### config.mk
export PLATFORM = sky130hd
export DESIGN_NAME = mem_arbiter
export DESIGN_NICKNAME = d
export VERILOG_FILES = /design/src/rtl/mem_arbiter.sv
export SDC_FILE = /design/constraint.sdc
export NUM_CORES = 1
export LEC_CHECK = 0
export BUFFER_PORTS_ARGS = -buffer_cell sky130_fd_sc_hd__buf_2
export CAP_MARGIN = 20
export CORE_AREA = 4 4 118 120
export CTS_BUF_LIST = sky130_fd_sc_hd__clkbuf_16
export CTS_CLUSTER_DIAMETER = 120
export CTS_CLUSTER_SIZE = 16
export DETAILED_ROUTE_END_ITERATION = 7
export DIE_AREA = 0 0 122 124
export PLACE_DENSITY_LB_ADDON = 0.08
export SYNTH_ARGS = -nofsm -noshare
export SYNTH_HDL_FRONTEND = slang
export SYNTH_SLANG_ARGS = --single-unit
### constraint.sdc
create_clock -name CLK -period 9.4 [get_ports CLK]
set_input_delay 0.94 -clock CLK [delete_from_list [all_inputs] [get_ports CLK]]
set_output_delay 0.94 -clock CLK [all_outputs]
set_load 0.005 [all_outputs]
### src/rtl/mem_arbiter.sv
// -----------------------------------------------------------------------------
// mem_arbiter
//
// Shares the single external memory port between two requesters:
//   requester 0 = packet loader (PL), requester 1 = memory-access unit (MA).
// One transaction is in flight at a time. A grant latches the request, the
// request is forwarded on the MEM_SEND channel, and for reads the response
// is captured and returned to the owning requester before the port is freed.
//
// Optional feature macro: MEM_ARB_LOCK_EN
//   defined   : the last owner keeps winning while it keeps requesting, up to
//               LOCK_MAX consecutive grants (keeps a packet load contiguous)
//   undefined : pure round-robin alternation between PL and MA
//
// Ports
//   CLK, RST                 clock (rising edge), async active-high reset
//   PL_SEND_* / MA_SEND_*    request channel per requester
//                            (ADDR_VALID, ADDR, DATA_VALID = write flag, DATA,
//                             READY = accepted, combinational)
//   PL_RECEIVE_* / MA_RECEIVE_*  read response channel per requester
//   MEM_SEND_*               request channel towards memory
//   MEM_RECEIVE_*            read data channel from memory
// -----------------------------------------------------------------------------
module mem_arbiter #(
  parameter int ADDR_WIDTH = 32,
  parameter int DATA_WIDTH = 32,
  parameter int LOCK_MAX   = 5
) (
  input  logic                  CLK,
  input  logic                  RST,

  input  logic                  PL_SEND_ADDR_VALID,
  input  logic [ADDR_WIDTH-1:0] PL_SEND_ADDR,
  input  logic                  PL_SEND_DATA_VALID,
  input  logic [DATA_WIDTH-1:0] PL_SEND_DATA,
  output logic                  PL_SEND_READY,
  output logic                  PL_RECEIVE_VALID,
  output logic [DATA_WIDTH-1:0] PL_RECEIVE_DATA,
  input  logic                  PL_RECEIVE_READY,

  input  logic                  MA_SEND_ADDR_VALID,
  input  logic [ADDR_WIDTH-1:0] MA_SEND_ADDR,
  input  logic                  MA_SEND_DATA_VALID,
  input  logic [DATA_WIDTH-1:0] MA_SEND_DATA,
  output logic                  MA_SEND_READY,
  output logic                  MA_RECEIVE_VALID,
  output logic [DATA_WIDTH-1:0] MA_RECEIVE_DATA,
  input  logic                  MA_RECEIVE_READY,

  output logic                  MEM_SEND_ADDR_VALID,
  output logic [ADDR_WIDTH-1:0] MEM_SEND_ADDR,
  output logic                  MEM_SEND_DATA_VALID,
  output logic [DATA_WIDTH-1:0] MEM_SEND_DATA,
  input  logic                  MEM_SEND_READY,
  input  logic                  MEM_RECEIVE_VALID,
  input  logic [DATA_WIDTH-1:0] MEM_RECEIVE_DATA,
  output logic                  MEM_RECEIVE_READY
);

  if (LOCK_MAX < 1) begin : g_bad_lock_max
    $error("mem_arbiter: LOCK_MAX must be at least 1");
  end

  typedef enum logic [1:0] {
    ST_IDLE = 2'd0,
    ST_SEND = 2'd1,
    ST_WAIT = 2'd2,
    ST_RESP = 2'd3
  } state_t;

  state_t                  state_q, state_d;
  logic                    ptr_q;     // preferred requester on a tie: 0 = PL
  logic                    owner_q;   // requester of the current/last grant
  logic [ADDR_WIDTH-1:0]   addr_q;
  logic [DATA_WIDTH-1:0]   data_q;
  logic                    wr_q;
  logic [DATA_WIDTH-1:0]   rdata_q;

  logic                    grant;
  logic                    win_ma;    // winner of the current arbitration

`ifdef MEM_ARB_LOCK_EN
  localparam int CW = $clog2(LOCK_MAX + 1);
  logic [CW-1:0]           lock_cnt_q;
`endif

  // Arbitration, next-state and state-decoded outputs
  always_comb begin
    state_d             = state_q;
    grant               = 1'b0;
    win_ma              = 1'b0;
    PL_SEND_READY       = 1'b0;
    MA_SEND_READY       = 1'b0;
    PL_RECEIVE_VALID    = 1'b0;
    MA_RECEIVE_VALID    = 1'b0;
    MEM_SEND_ADDR_VALID = 1'b0;
    MEM_SEND_DATA_VALID = 1'b0;
    MEM_RECEIVE_READY   = 1'b0;

    if (PL_SEND_ADDR_VALID && MA_SEND_ADDR_VALID) begin
`ifdef MEM_ARB_LOCK_EN
      // Both requesting means the last owner is requesting again.
      win_ma = (lock_cnt_q < CW'(LOCK_MAX)) ? owner_q : ptr_q;
`else
      win_ma = ptr_q;
`endif
    end else begin
      win_ma = MA_SEND_ADDR_VALID;
    end

    case (state_q)
      ST_IDLE: begin
        grant         = PL_SEND_ADDR_VALID | MA_SEND_ADDR_VALID;
        PL_SEND_READY = grant & ~win_ma;
        MA_SEND_READY = grant & win_ma;
        if (grant) state_d = ST_SEND;
      end
      ST_SEND: begin
        MEM_SEND_ADDR_VALID = 1'b1;
        MEM_SEND_DATA_VALID = wr_q;
        if (MEM_SEND_READY) state_d = wr_q ? ST_IDLE : ST_WAIT;
      end
      ST_WAIT: begin
        MEM_RECEIVE_READY = 1'b1;
        if (MEM_RECEIVE_VALID) state_d = ST_RESP;
      end
      ST_RESP: begin
        PL_RECEIVE_VALID = ~owner_q;
        MA_RECEIVE_VALID = owner_q;
        if (owner_q ? MA_RECEIVE_READY : PL_RECEIVE_READY) state_d = ST_IDLE;
      end
      default: state_d = ST_IDLE;
    endcase
  end

  assign MEM_SEND_ADDR   = addr_q;
  assign MEM_SEND_DATA   = data_q;
  assign PL_RECEIVE_DATA = rdata_q;
  assign MA_RECEIVE_DATA = rdata_q;

  // State, grant latch and response capture
  always_ff @(posedge CLK or posedge RST) begin
    if (RST) begin
      state_q <= ST_IDLE;
      ptr_q   <= 1'b0;
      owner_q <= 1'b0;
      addr_q  <= '0;
      data_q  <= '0;
      wr_q    <= 1'b0;
      rdata_q <= '0;
    end else begin
      state_q <= state_d;
      if (grant) begin
        ptr_q   <= ~win_ma;   // the other requester is preferred next time
        owner_q <= win_ma;
        addr_q  <= win_ma ? MA_SEND_ADDR       : PL_SEND_ADDR;
        data_q  <= win_ma ? MA_SEND_DATA       : PL_SEND_DATA;
        wr_q    <= win_ma ? MA_SEND_DATA_VALID : PL_SEND_DATA_VALID;
      end
      if (state_q == ST_WAIT && MEM_RECEIVE_VALID) begin
        rdata_q <= MEM_RECEIVE_DATA;
      end
    end
  end

`ifdef MEM_ARB_LOCK_EN
  // Consecutive-grant counter; owner_q still holds the previous owner here.
  always_ff @(posedge CLK or posedge RST) begin
    if (RST) begin
      lock_cnt_q <= '0;
    end else if (grant) begin
      if (win_ma != owner_q) begin
        lock_cnt_q <= CW'(1);
      end else if (lock_cnt_q < CW'(LOCK_MAX)) begin
        lock_cnt_q <= lock_cnt_q + CW'(1);
      end
    end
  end
`endif

endmodule
; ---- Yosys cells after proc, flatten, opt, wreduce, memory -nomap -nowiden
; Index checks and enable logic that the tools add are counted.
[totals]
regBits = 101
input_bits = 170
out_inout_bits = 135
word_cells = 42
[classes]
eq_ne = 7
n_mux = 19
bitwise_logic = 5
n_reduce_logical = 4
[ops]
columns = operator, n
row1 = 2-to-1 mux 32 bit, 2
row2 = 2-to-1 mux 1 bit, 11
row3 = 2-to-1 mux 2 bit, 5
row4 = inequality test 2 bit (second input constant), 4
row5 = one-hot mux 2 bit (4 select lines), 1
row6 = == test 2 bit (second input constant), 2
row7 = AND reduction 4 bit, 1
row8 = AND 1 bit, 2
row9 = == test 2 x 1 -> 1 bit (second input constant), 1
row10 = logical AND 1 bit, 2
row11 = logical NOT 2 bit, 1
row12 = NOT 1 bit, 2
row13 = bitwise OR 1 bit, 1

; ---- Longest topological paths before layout
; Gate-level depths: netlist of run 1.
[depth]
depth_word = 5
ltp_mapped = 7
mapped_depth_nobuf = 3

; ---- Worst setup path after synthesis of run 1
; OpenSTA, ideal clock, no wires.
[synth_timing]
path_kind = input-to-output
startpoint = in MA_SEND_ADDR_VALID
endpoint = out PL_SEND_READY
arrival_ps = 1689
required_time_ps = 8460
slack_ps = 6771
path_stages = 6
n_path_buf = 3
path_cell_list = buf_4 > or2_1 > clkbuf_1 > buf_2 > nand2_1 > a21oi_1
[synth_between]
elab_chain_len = 5
elab_cells_between_ends = 6
cone_classes = 2 x mux / 3 x bitwise / 1 x reduce/logical
[synth_rtl]
columns = element, line
row1 = "start, declared", 41  ; input logic MA_SEND_ADDR_VALID,
row2 = logical AND 1 bit, 100  ; if (PL_SEND_ADDR_VALID && MA_SEND_ADDR_VALID) begin
row3 = 2-to-1 mux 1 bit, 100
row4 = NOT 1 bit, 114  ; PL_SEND_READY = grant & ~win_ma;
row5 = AND 1 bit *, 114
row6 = 2-to-1 mux 1 bit *, 111  ; case (state_q)
row7 = "end, declared", 36  ; output logic PL_SEND_READY,
; Mark *: on every way between the ends. The rest lies on a longest branch, timed or not.

; ---- Worst setup path in the final report of run 1
; Same ends and word-level chain as after synthesis.

==> results.ini, run 1 <==
[finish]
final_layout_size_suffix_gt1_share_pct = 48.5
area_growth_syn_to_layout_pct = 33.0
fill_cell_total_of_the_finished_layout = 1299
multiInputGateArea_um2 = 1900
finish.net_count = 914
finish.cell_count_without_fillers = 924
layout.cell_area.non_filler_um2 = 6570
antenna_cells_inserted = 0
sequential_cell_area_um2 = 2530

[critical_path]
critical_path_cell_list = buf_2 -> buf_4 -> a21oi_1 -> buf_2
max_stage_delay_ns = 0.52
stages_on_worst_setup_path = 4
crit_top_cell = buf_2
endpoint_type_of_the_worst_setup_path = primary output
worst-setup-path-type = primary input to primary output
cp-start-kind = primary input
critPathRequiredTime_ns = 8.46
worst-endpoint-arrival_ns = 2.23
worst_path_fanout_max = 37
critical_path.top_delay_family = buffers and inverters
cp.buffers_inverters = 3
worstRegToRegCells = 4
crit_slowest_cell = buf_2

[cts]
post_cts_hold_buffer_count = 0
numCtsBuffers = 9
clk_transition_reported_paths_ns = 0.06
clk-insertion-delay-late_ns = 0.34
ctsLongestPathBuffers = 2
clk_root_buffer_cell = clkbuf_16
clock-sinks = 101
cts-htree-levels = 3
cts_tree = yes
cts.repair_timing.setup_buffer_count = 0
cts_repair_resize_count = 0

[timing]
max_slew_margin_pct = 35.9
report.final.setup_viol = 0
number_of_hold_violations_in_the_final_report = 0
rsz_0062_raised_after_global_routing = false
timing.clock.skew_ns = 0.00979
final.hold.worst_slack_ns = 0.519
period_needed_ns = 3.17
timing.final.crit_share_pct = 33.7
finalMaxSlewViolations = 0
worst_pin_slew_ns = 0.959
fmax_ghz = 0.316
final.setup.tns_ns = 0

[pwr]
power.switching_mw = 0.751
power.static_leakage_nw = 3.14
clock_power_share_pct = 18.9
power.internal_mw = 1.31
share_seq_of_total_power_pct = 39.2
power_density_nw_per_um2 = 313
sw_frac_of_total_pct = 36.5
power.ir.vdd_worst_uv = 112
logic_gate_share_of_total_power_pct = 41.9

[synth]
yosys_synthesis_warning_count = 0
synthesis.nets = 678
synth_cell_types = 25
yosys_register_bits = 101
synthesized_instance_count = 508
synth_area_um2 = 4940
syn_area_per_cell_um2 = 9.73
register_area_share_after_synthesis_pct = 51.2

[grt]
pin_count_of_the_biggest_net_entering_global_routing = 78
grtUsageTotal_pct = 20.5
grt_total_ovfl = 0
grt_antenna_before_repair = 0
grt_pass1_vias = 4677
grt_pass1_wl_um = 24100

[detailed_routing]
routed_wire_length_per_instance_um = 17.9
drc = 0
wirelength_um = 16600
total_via_count_after_detailed_routing = 4851
avgViaCountPerCell = 5.25
drt-pass1-iter-count = 4
ant_nets = 0
drtIter0Drc = 326

[floorplan]
coreArea_um2 = 13000
pin_count = 305
floorplan.initialDensity_pct = 38.1
chipHeight_um = 124
count_of_standard_cell_rows = 42
floorplan.die_area_um2 = 15100
fp.dieW_um = 122

[placement]
buffer_ports.inserted = 304
dp.cells = 908
place_congestion = 0.740
post-dp-hpwl_um = 11600
placedInstanceArea_um2 = 6240

[run_status]
outcome = finished clean

[run]
max-cap-violations = 0

[hold_path]
min-delay-path-class = flip-flop to flip-flop
hold-path-cell-count = 1

==> flip-flops by register name (all words and copies together) (netlist names), named ones only <==
name,flops
owner_q,1
state_q,1
MEM_SEND_DATA,32
ptr_q,1
MA_RECEIVE_DATA,32
MEM_SEND_ADDR,32
wr_q,1
==> through the flow <==
stage                     util, %  power [mW]  setup slack [ns]
after floorplan                 -        1.35              5.81
after global placement       48.1        1.67              6.01
after detailed placement     48.1        1.69              5.93
after CTS                    50.4        2.08              6.24
after global routing         50.6        2.21              6.14
final                        50.6        2.06              6.23
==> power groups by stage <==
stage	clock network, mW	logic, mW	registers, mW
after floorplan	0	0.546	0.805
after global placement	0	0.864	0.805
after detailed placement	0	0.880	0.810
after CTS	0.398	0.876	0.807
after global routing	0.410	0.965	0.832
final	0.388	0.862	0.806
==> placed cells by master (no fill, tap or decap), types with 2 or more instances in the layout <==
cell	n
bufinv_16	2
nor2_1	4
buf_4	7
a21oi_1	67
clkinv_1	2
buf_2	304
dfrtp_1	101
clkbuf_16	9
o21ai_0	65
mux2i_1	2
nand2_1	3
and3_1	2
nand3_1	65
mux2_2	32
a31oi_1	67
inv_1	3
==> area by class of cell <==
cell class	count	area share, %
Sequential cell	101	38.4
Timing Repair Buffer	312	24.4
Clock buffer	9	3.43
Clock inverter	6	1.22
Inverter	4	0.266
Multi-Input combinational cell	316	28.9
Tap cell	176	3.35
==> cell usage after synthesis <==
cell type  number  share of area, %
a31oi_1        67               8.5
or2_1           1              0.13
buf_6           6               1.4
a21o_1          1              0.15
mux2i_1         2              0.41
and2_4          1              0.18
inv_2           1             0.076
nand2b_1        1              0.13
and2b_1         1              0.15
nand3_1        65               6.6
clkbuf_1       35               2.7
nor2_2          1              0.13
a221oi_1        1              0.18
nor2b_1         1              0.13
and3_1          2              0.25
buf_2          13               1.3
a21oi_1        67               6.8
o21ai_0        65               6.6
inv_1           3              0.23
nand2_1         3              0.23
nor2_1          4              0.30
mux2_2         32               7.3
nor3_1          1              0.10
dfrtp_1       101                51
buf_4          33               5.0
==> layer usage <==
| layer | GRT usage [%] | share of wire (%) |
|---|---|---|
| met5 | 0 | 0 |
| met4 | 7.56 | 1.7 |
| met3 | 4.95 | 9.4 |
| met2 | 37.4 | 53 |
| met1 | 23.3 | 36 |
==> path summary, 6_finish.rpt <==
| kind | from | end | slack, ns |
|---|---|---|---|
| worst max register to register | flip-flop | MEM_SEND_DATA[16] | 7.10 |
| worst max-delay path | MA_SEND_ADDR_VALID | PL_SEND_READY | 6.23 |
| worst min register to register | MA_RECEIVE_DATA[1] | MA_RECEIVE_DATA[1] | 0.52 |
| worst min-delay path | MA_RECEIVE_DATA[1] | MA_RECEIVE_DATA[1] | 0.52 |
| max in group asynchronous | RST | MEM_SEND_DATA[19] | 7.95 |
| min in group asynchronous | RST | MA_RECEIVE_DATA[16] | 0.56 |
==> cell families (layout without fill, tap and decap cells) <==
| group | Yosys count | in the layout | synth area share, % |
|---|---|---|---|
| AOI/OAI and AO/OA | 201 | 201 | 22.2 |
| buffers and inverters | 91 | 331 | 10.7 |
| DFF | 101 | 101 | 51.2 |
| muxes | 34 | 34 | 7.70 |
| and+or+nand+nor | 81 | 81 | 8.31 |
No activity file was read; power rests on OpenSTA's default activity.
==> inputs of run 2 (changes only) <==
--- a/config.mk
+++ b/config.mk
@@ -7,12 +7,12 @@
 export LEC_CHECK = 0
 export BUFFER_PORTS_ARGS = -buffer_cell sky130_fd_sc_hd__buf_2
 export CAP_MARGIN = 20
-export CORE_AREA = 4 4 118 120
+export CORE_MARGIN = 4
+export CORE_UTILIZATION = 39
 export CTS_BUF_LIST = sky130_fd_sc_hd__clkbuf_16
 export CTS_CLUSTER_DIAMETER = 120
 export CTS_CLUSTER_SIZE = 16
 export DETAILED_ROUTE_END_ITERATION = 7
-export DIE_AREA = 0 0 122 124
 export PLACE_DENSITY_LB_ADDON = 0.08
 export SYNTH_ARGS = -nofsm -noshare
 export SYNTH_HDL_FRONTEND = slang
==> constraint.sdc (replaced) <==
create_clock -name CLK -period 2.6 [get_ports CLK]
set_input_delay 0.26 -clock CLK [delete_from_list [all_inputs] [get_ports CLK]]
set_output_delay 0.26 -clock CLK [all_outputs]
set_load 0.005 [all_outputs]
==> run 2 against run 1 <==
  * Register-to-register slack got worse by 6.2 ns
  * Hold slack lost 0.46 ns
  * Critical path type is now flip-flop to primary output
  * Highest routed layer unchanged
  * Count of clock-buffer cells in the layout stayed put
==> results.ini, run 2 (synthesis gave the netlist of run 1 again) <==
[pwr]
power.ir.vdd_worst_uv = 390  ; +250%
power.static_leakage_nw = 3.16  ; +0.45%
power_density_nw_per_um2 = 1140  ; +260%
power.internal_mw = 4.75  ; +260%
logic_gate_share_of_total_power_pct = 42.2  ; +0.3 points
power.switching_mw = 2.74  ; +270%
sw_frac_of_total_pct = 36.6  ; +0.068 points
share_seq_of_total_power_pct = 38.7  ; -0.5 points
clock_power_share_pct = 19.1  ; +0.2 points
finalPower_mw = 7.50  ; +260%

[critical_path]
worst_path_fanout_max = 22  ; -41%
worstRegToRegCells = 4  ; unchanged
max_stage_delay_ns = 0.48  ; -0.04 ns
r2r_start = ptr_q
crit_slowest_cell = dfrtp_1
r2r-end = MEM_SEND_ADDR[21]
cp.buffers_inverters = 2  ; -1
worst-endpoint-arrival_ns = 1.69  ; -0.54 ns
critical_path.top_delay_family = flip-flops
worst-setup-path-type = flip-flop to primary output
critPathRequiredTime_ns = 2.34  ; -6.12 ns
critical_path_cell_list = nor2_4 -> buf_4 -> nand2_1 -> a21oi_1 -> buf_2
cp-start-kind = flip-flop
endpoint_type_of_the_worst_setup_path = primary output
reg2reg_setup_slack_ns = 0.92  ; -6.18 ns

[finish]
finish.net_count = 917  ; +0.33%
multiInputGateArea_um2 = 1900  ; unchanged
final_cell_mix = 304 x buf_2, 101 x dfrtp_1, 67 x a21oi_1, 67 x a31oi_1
mostFrequentLayoutCell = buf_2
finish.cell_count_without_fillers = 922  ; -0.22%
layout.cell_area.non_filler_um2 = 6600  ; +0.32%
final_layout_size_suffix_gt1_share_pct = 48.9  ; +0.41 points
fill_cell_total_of_the_finished_layout = 1185  ; -8.8%
area_growth_syn_to_layout_pct = 33.5
sequential_cell_area_um2 = 2530  ; unchanged

[hold_path]
min-delay-path-class = primary input to async pin

[floorplan]
fp.dieW_um = 121  ; -1.2%
count_of_standard_cell_rows = 40  ; -4.8%
floorplan.initialDensity_pct = 40.5  ; +2.4 points
pin_count = 305  ; unchanged
coreArea_um2 = 12200  ; -5.9%
floorplan.die_area_um2 = 14500  ; -3.9%
chipHeight_um = 121  ; -2.8%

[timing]
finalMaxSlewViolations = 0  ; unchanged
period_needed_ns = 1.95
number_of_hold_violations_in_the_final_report = 0  ; unchanged
report.final.setup_viol = 0  ; unchanged
timing.final.crit_share_pct = 75.1
fmax_ghz = 0.512
timing.clock.skew_ns = 0.00884  ; -0.000952 ns
rsz_0062_raised_after_global_routing = false
final.setup.tns_ns = 0  ; unchanged
max_slew_margin_pct = 35.8  ; -0.14 points
worst_pin_slew_ns = 0.961  ; +0.00209 ns

[detailed_routing]
drc = 0  ; unchanged
drtIter0Drc = 339  ; +4.0%
drt-pass1-iter-count = 5  ; +1
wirelength_um = 16600  ; +0.51%
routed_wire_length_per_instance_um = 18.0  ; +0.73%
ant_nets = 0  ; unchanged
avgViaCountPerCell = 5.34  ; +1.7%
total_via_count_after_detailed_routing = 4925  ; +1.5%

[placement]
dp.cells = 904  ; -0.44%
post-dp-hpwl_um = 11600  ; +0.50%
placedInstanceArea_um2 = 6270  ; +0.54%
buffer_ports.inserted = 304  ; unchanged
place_congestion = 0.774  ; +4.5%

[cts]
cts_repair_resize_count = 0  ; unchanged
ctsLongestPathBuffers = 2  ; unchanged
clk_transition_reported_paths_ns = 0.07  ; about the same
clock-sinks = 101  ; unchanged
clk_root_buffer_cell = clkbuf_16
cts.repair_timing.setup_buffer_count = 0  ; unchanged
cts-htree-levels = 3  ; unchanged
numCtsBuffers = 9  ; unchanged
cts_tree = yes
post_cts_hold_buffer_count = 0  ; unchanged
clk-insertion-delay-late_ns = 0.34  ; about the same

[grt]
grt_total_ovfl = 0  ; unchanged
grt_pass1_wl_um = 25400  ; +5.3%
pin_count_of_the_biggest_net_entering_global_routing = 102  ; +31%
grtUsageTotal_pct = 21.8  ; +1.4 points
grt_antenna_before_repair = 2  ; +2
grt_pass1_vias = 4987  ; +6.6%

[run]
max-cap-violations = 0  ; unchanged

[run_status]
outcome = finished clean

==> run 2: worst max path at each step <==
| stage | depth (start not counted) | end | start | slack [ns] |
|---|---|---|---|---|
| floorplan | 5 | MA_RECEIVE_DATA[0] | flip-flop | 1.13 |
| global placement | 4 | MEM_SEND_DATA[24] | PL_SEND_ADDR_VALID | 0.65 |
| detailed placement | 4 | MEM_SEND_ADDR[27] | PL_SEND_ADDR_VALID | 0.58 |
| CTS | 3 | MA_SEND_READY | ptr_q | 0.63 |
| global route | 5 | PL_SEND_READY | flip-flop | 0.51 |
| finish | 5 | PL_SEND_READY | flip-flop | 0.65 |
==> run 2: power by group through the flow <==
stage,clock [mW],sequential (mW),combinational [mW]
3_3_place_gp,0,2.91,3.18
5_1_grt,1.53,3.02,3.53
6_report,1.43,2.90,3.16
2_1_floorplan,0,2.91,1.97
4_1_cts,1.46,2.91,3.21
3_5_place_dp,0,2.92,3.22
==> run 2: worst min-delay path, delay by kind of cell <==
kind,cells,cell delay (ns)
buffers and inverters,3,0.59
==> run 2: routing by layer <==
layer / GRT usage [%] / wire length (um)
met1: 26.9 / 6420
met2: 38.6 / 8610
met3: 3.88 / 1330
met4: 7.44 / 272
met5: 0 / 0
==> run 2: area by class of cell <==
class                           count  share of cell area [%]
Tap cell                          168                    3.19
Clock inverter                      7                    1.37
Inverter                            4                   0.285
Sequential cell                   101                    38.3
Multi-Input combinational cell    316                    28.8
Timing Repair Buffer              315                    24.5
Antenna cell                        2                  0.0759
Clock buffer                        9                    3.41
==> run 2: metrics by stage <==
stage	worst slack, ns	hold slack, ns	util [%]
2_1_floorplan	1.13	0.365	-
5_1_grt	0.510	0.102	54.0
3_3_place_gp	0.654	0.469	51.4
4_1_cts	0.632	0.105	54.0
3_5_place_dp	0.582	0.474	51.4
6_report	0.647	0.0550	54.0
==> inputs of run 3 (changes only) <==
==> constraint.sdc (replaced) <==
create_clock -name CLK -period 1.7 [get_ports CLK]
set_input_delay 0.17 -clock CLK [delete_from_list [all_inputs] [get_ports CLK]]
set_output_delay 0.17 -clock CLK [all_outputs]
set_load 0.005 [all_outputs]
==> run 3 against run 2 <==
  * Non-clock buffer count is 10 higher
  * First-iteration DRC count is 7.7% higher
  * Critical path depth is 2 lower
  * Final area is 1.4% higher
  * Cell count is 0.87% higher
  * Count of clock-buffer cells in the layout stayed put
  * Worst setup slack worse by 0.52 ns
  * Wire length hardly changed
  * Register-to-register slack worse by 0.69 ns
  * Critical endpoint is now MA_SEND_READY
  * Highest routed layer unchanged
==> results.ini, run 3 (synthesis gave the netlist of run 1 again) <==
[hold_path]
min-delay-path-class = primary input to flip-flop
hold-path-cell-count = 2
whs_endpoint = state_q[0]
hold_path.startpoint = MEM_SEND_READY

[finish]
mostFrequentLayoutCell = buf_2
layout.cell_area.non_filler_um2 = 6690  ; +1.4%
sequential_cell_area_um2 = 2530  ; unchanged
final_cell_mix = 304 x buf_2, 101 x dfrtp_1, 67 x a21oi_1, 67 x a31oi_1
finish.net_count = 927  ; +1.1%
multiInputGateArea_um2 = 1910  ; +0.26%
fill_cell_total_of_the_finished_layout = 1164  ; -1.8%
final_core_util_pct = 54.7  ; +0.74 points
final_layout_size_suffix_gt1_share_pct = 49.1  ; +0.21 points
area_growth_syn_to_layout_pct = 35.3

[critical_path]
worstRegToRegCells = 4  ; unchanged
critPathRequiredTime_ns = 1.53  ; -0.81 ns
r2r-end = MA_RECEIVE_DATA[5]
r2r_start = state_q[0]
endpoint_type_of_the_worst_setup_path = primary output
cp-start-kind = flip-flop
worst_path_fanout_max = 14  ; -36%
reg2reg_setup_slack_ns = 0.23  ; -0.69 ns
worst-endpoint-arrival_ns = 1.40  ; -0.29 ns
worst-setup-path-type = flip-flop to primary output

[timing]
finalMaxSlewViolations = 0  ; unchanged
period_needed_ns = 1.57
worst_pin_slew_ns = 0.520  ; -0.442 ns
rsz_0062_raised_after_global_routing = false
setup_ws_ns = 0.130  ; -0.518 ns
number_of_hold_violations_in_the_final_report = 0  ; unchanged
timing.clock.skew_ns = 0.00660  ; -0.00224 ns
final.setup.tns_ns = 0  ; unchanged
timing.final.crit_share_pct = 92.4
max_slew_margin_pct = 65.4  ; +30 points
report.final.setup_viol = 0  ; unchanged
fmax_ghz = 0.637

[detailed_routing]
avgViaCountPerCell = 5.32  ; -0.34%
total_via_count_after_detailed_routing = 4951  ; +0.53%
drtIter0Drc = 365  ; +7.7%
ant_nets = 0  ; unchanged
drt-pass1-iter-count = 4  ; -1
routed_wire_length_per_instance_um = 17.9  ; -0.90%
wirelength_um = 16600  ; about the same
drc = 0  ; unchanged

[placement]
post-dp-hpwl_um = 12100  ; +4.2%
pre_cts_slack_ns = 0.219  ; -0.363 ns
placedInstanceArea_um2 = 6420  ; +2.3%
place_congestion = 0.796  ; +2.9%
buffer_ports.inserted = 304  ; unchanged

[run]
max-cap-violations = 0  ; unchanged

[cts]
ctsLongestPathBuffers = 2  ; unchanged
clk_root_buffer_cell = clkbuf_16
cts.repair_timing.setup_buffer_count = 0  ; unchanged
clk-insertion-delay-late_ns = 0.34  ; about the same
cts-htree-levels = 3  ; unchanged
numCtsBuffers = 9  ; unchanged
cts_tree = yes
clk_transition_reported_paths_ns = 0.06  ; about the same
clock-sinks = 101  ; unchanged

[grt]
grt_total_ovfl = 0  ; unchanged
grt_pass1_wl_um = 25300  ; -0.19%
grt_pass1_vias = 4894  ; -1.9%
grt_antenna_before_repair = 1  ; -1
grtUsageTotal_pct = 21.9  ; +0.067 points
pin_count_of_the_biggest_net_entering_global_routing = 75  ; -26%

[pwr]
power.ir.vdd_worst_uv = 550  ; +41%
power_density_nw_per_um2 = 1680  ; +48%
power.static_leakage_nw = 3.22  ; +2.0%

[run_status]
outcome = finished clean

[floorplan]
coreArea_um2 = 12200  ; unchanged
floorplan.die_area_um2 = 14500  ; unchanged
chipHeight_um = 121  ; unchanged
pin_count = 305  ; unchanged
fp.dieW_um = 121  ; unchanged
floorplan.initialDensity_pct = 40.5  ; unchanged
count_of_standard_cell_rows = 40  ; unchanged

run 3: worst max path at each step:
stage,start,cells past startpoint,endpoint,slack [ns]
final,ptr_q,3,MA_SEND_READY,0.13
after global routing,ptr_q,3,MA_SEND_READY,0.06
after CTS,ptr_q,3,MA_SEND_READY,0.1
after detailed placement,state_q[0],4,MA_RECEIVE_DATA[5],0.22
after global placement,state_q[0],4,MA_RECEIVE_DATA[21],0.28
after floorplan,flip-flop,5,MA_RECEIVE_DATA[0],0.23
run 3: critical path: stages, from the launching register on:
cell and delay, ns:
dfrtp_1 0.43, nand2b_4 0.29, and3_1 0.21, buf_2 0.14
run 3: layer usage:
| metal | GRT usage (%) | vias to the layer above | part of all wire, % |
|---|---|---|---|
| li1 | - | 2327 | - |
| met1 | 25.9 | 2370 | 38 |
| met2 | 39.1 | 232 | 51 |
| met3 | 4.91 | 22 | 8.2 |
| met4 | 7.58 | 0 | 2.1 |
| met5 | 0 | - | 0 |
run 3: timing repair:
item                                    4_1_cts  5_1_grt
hold buffers                                  1        0
endpoints found under the hold margin       101        0
resized for setup                             1        0
endpoints found under the setup margin        1        0
run 3: metrics by stage:
stage | hold WS, ns | power (mW) | instances
after floorplan | 0.275 | 7.47 | 508
final | 0.0555 | 11.2 | 930
after global placement | 0.319 | 9.46 | 913
after detailed placement | 0.323 | 9.57 | 913
after CTS | 0.0396 | 11.4 | 929
after global routing | 0.0478 | 12.1 | 930
run 3: layout make-up:
type	count	share of cell area, %
repair buffers	325	26.5
well taps	168	3.14
multi-input cells	316	28.5
diodes	1	0.0374
clock buffers	9	3.37
clock inverters	6	0.374
inverters	4	0.281
flip-flops and latches	101	37.8
run 3: where the power goes:
group	switching [mW]	total (mW)	internal [mW]
Clock	0.835	1.79	0.959
Sequential	0.764	4.40	3.64
Combinational	2.56	5.05	2.49
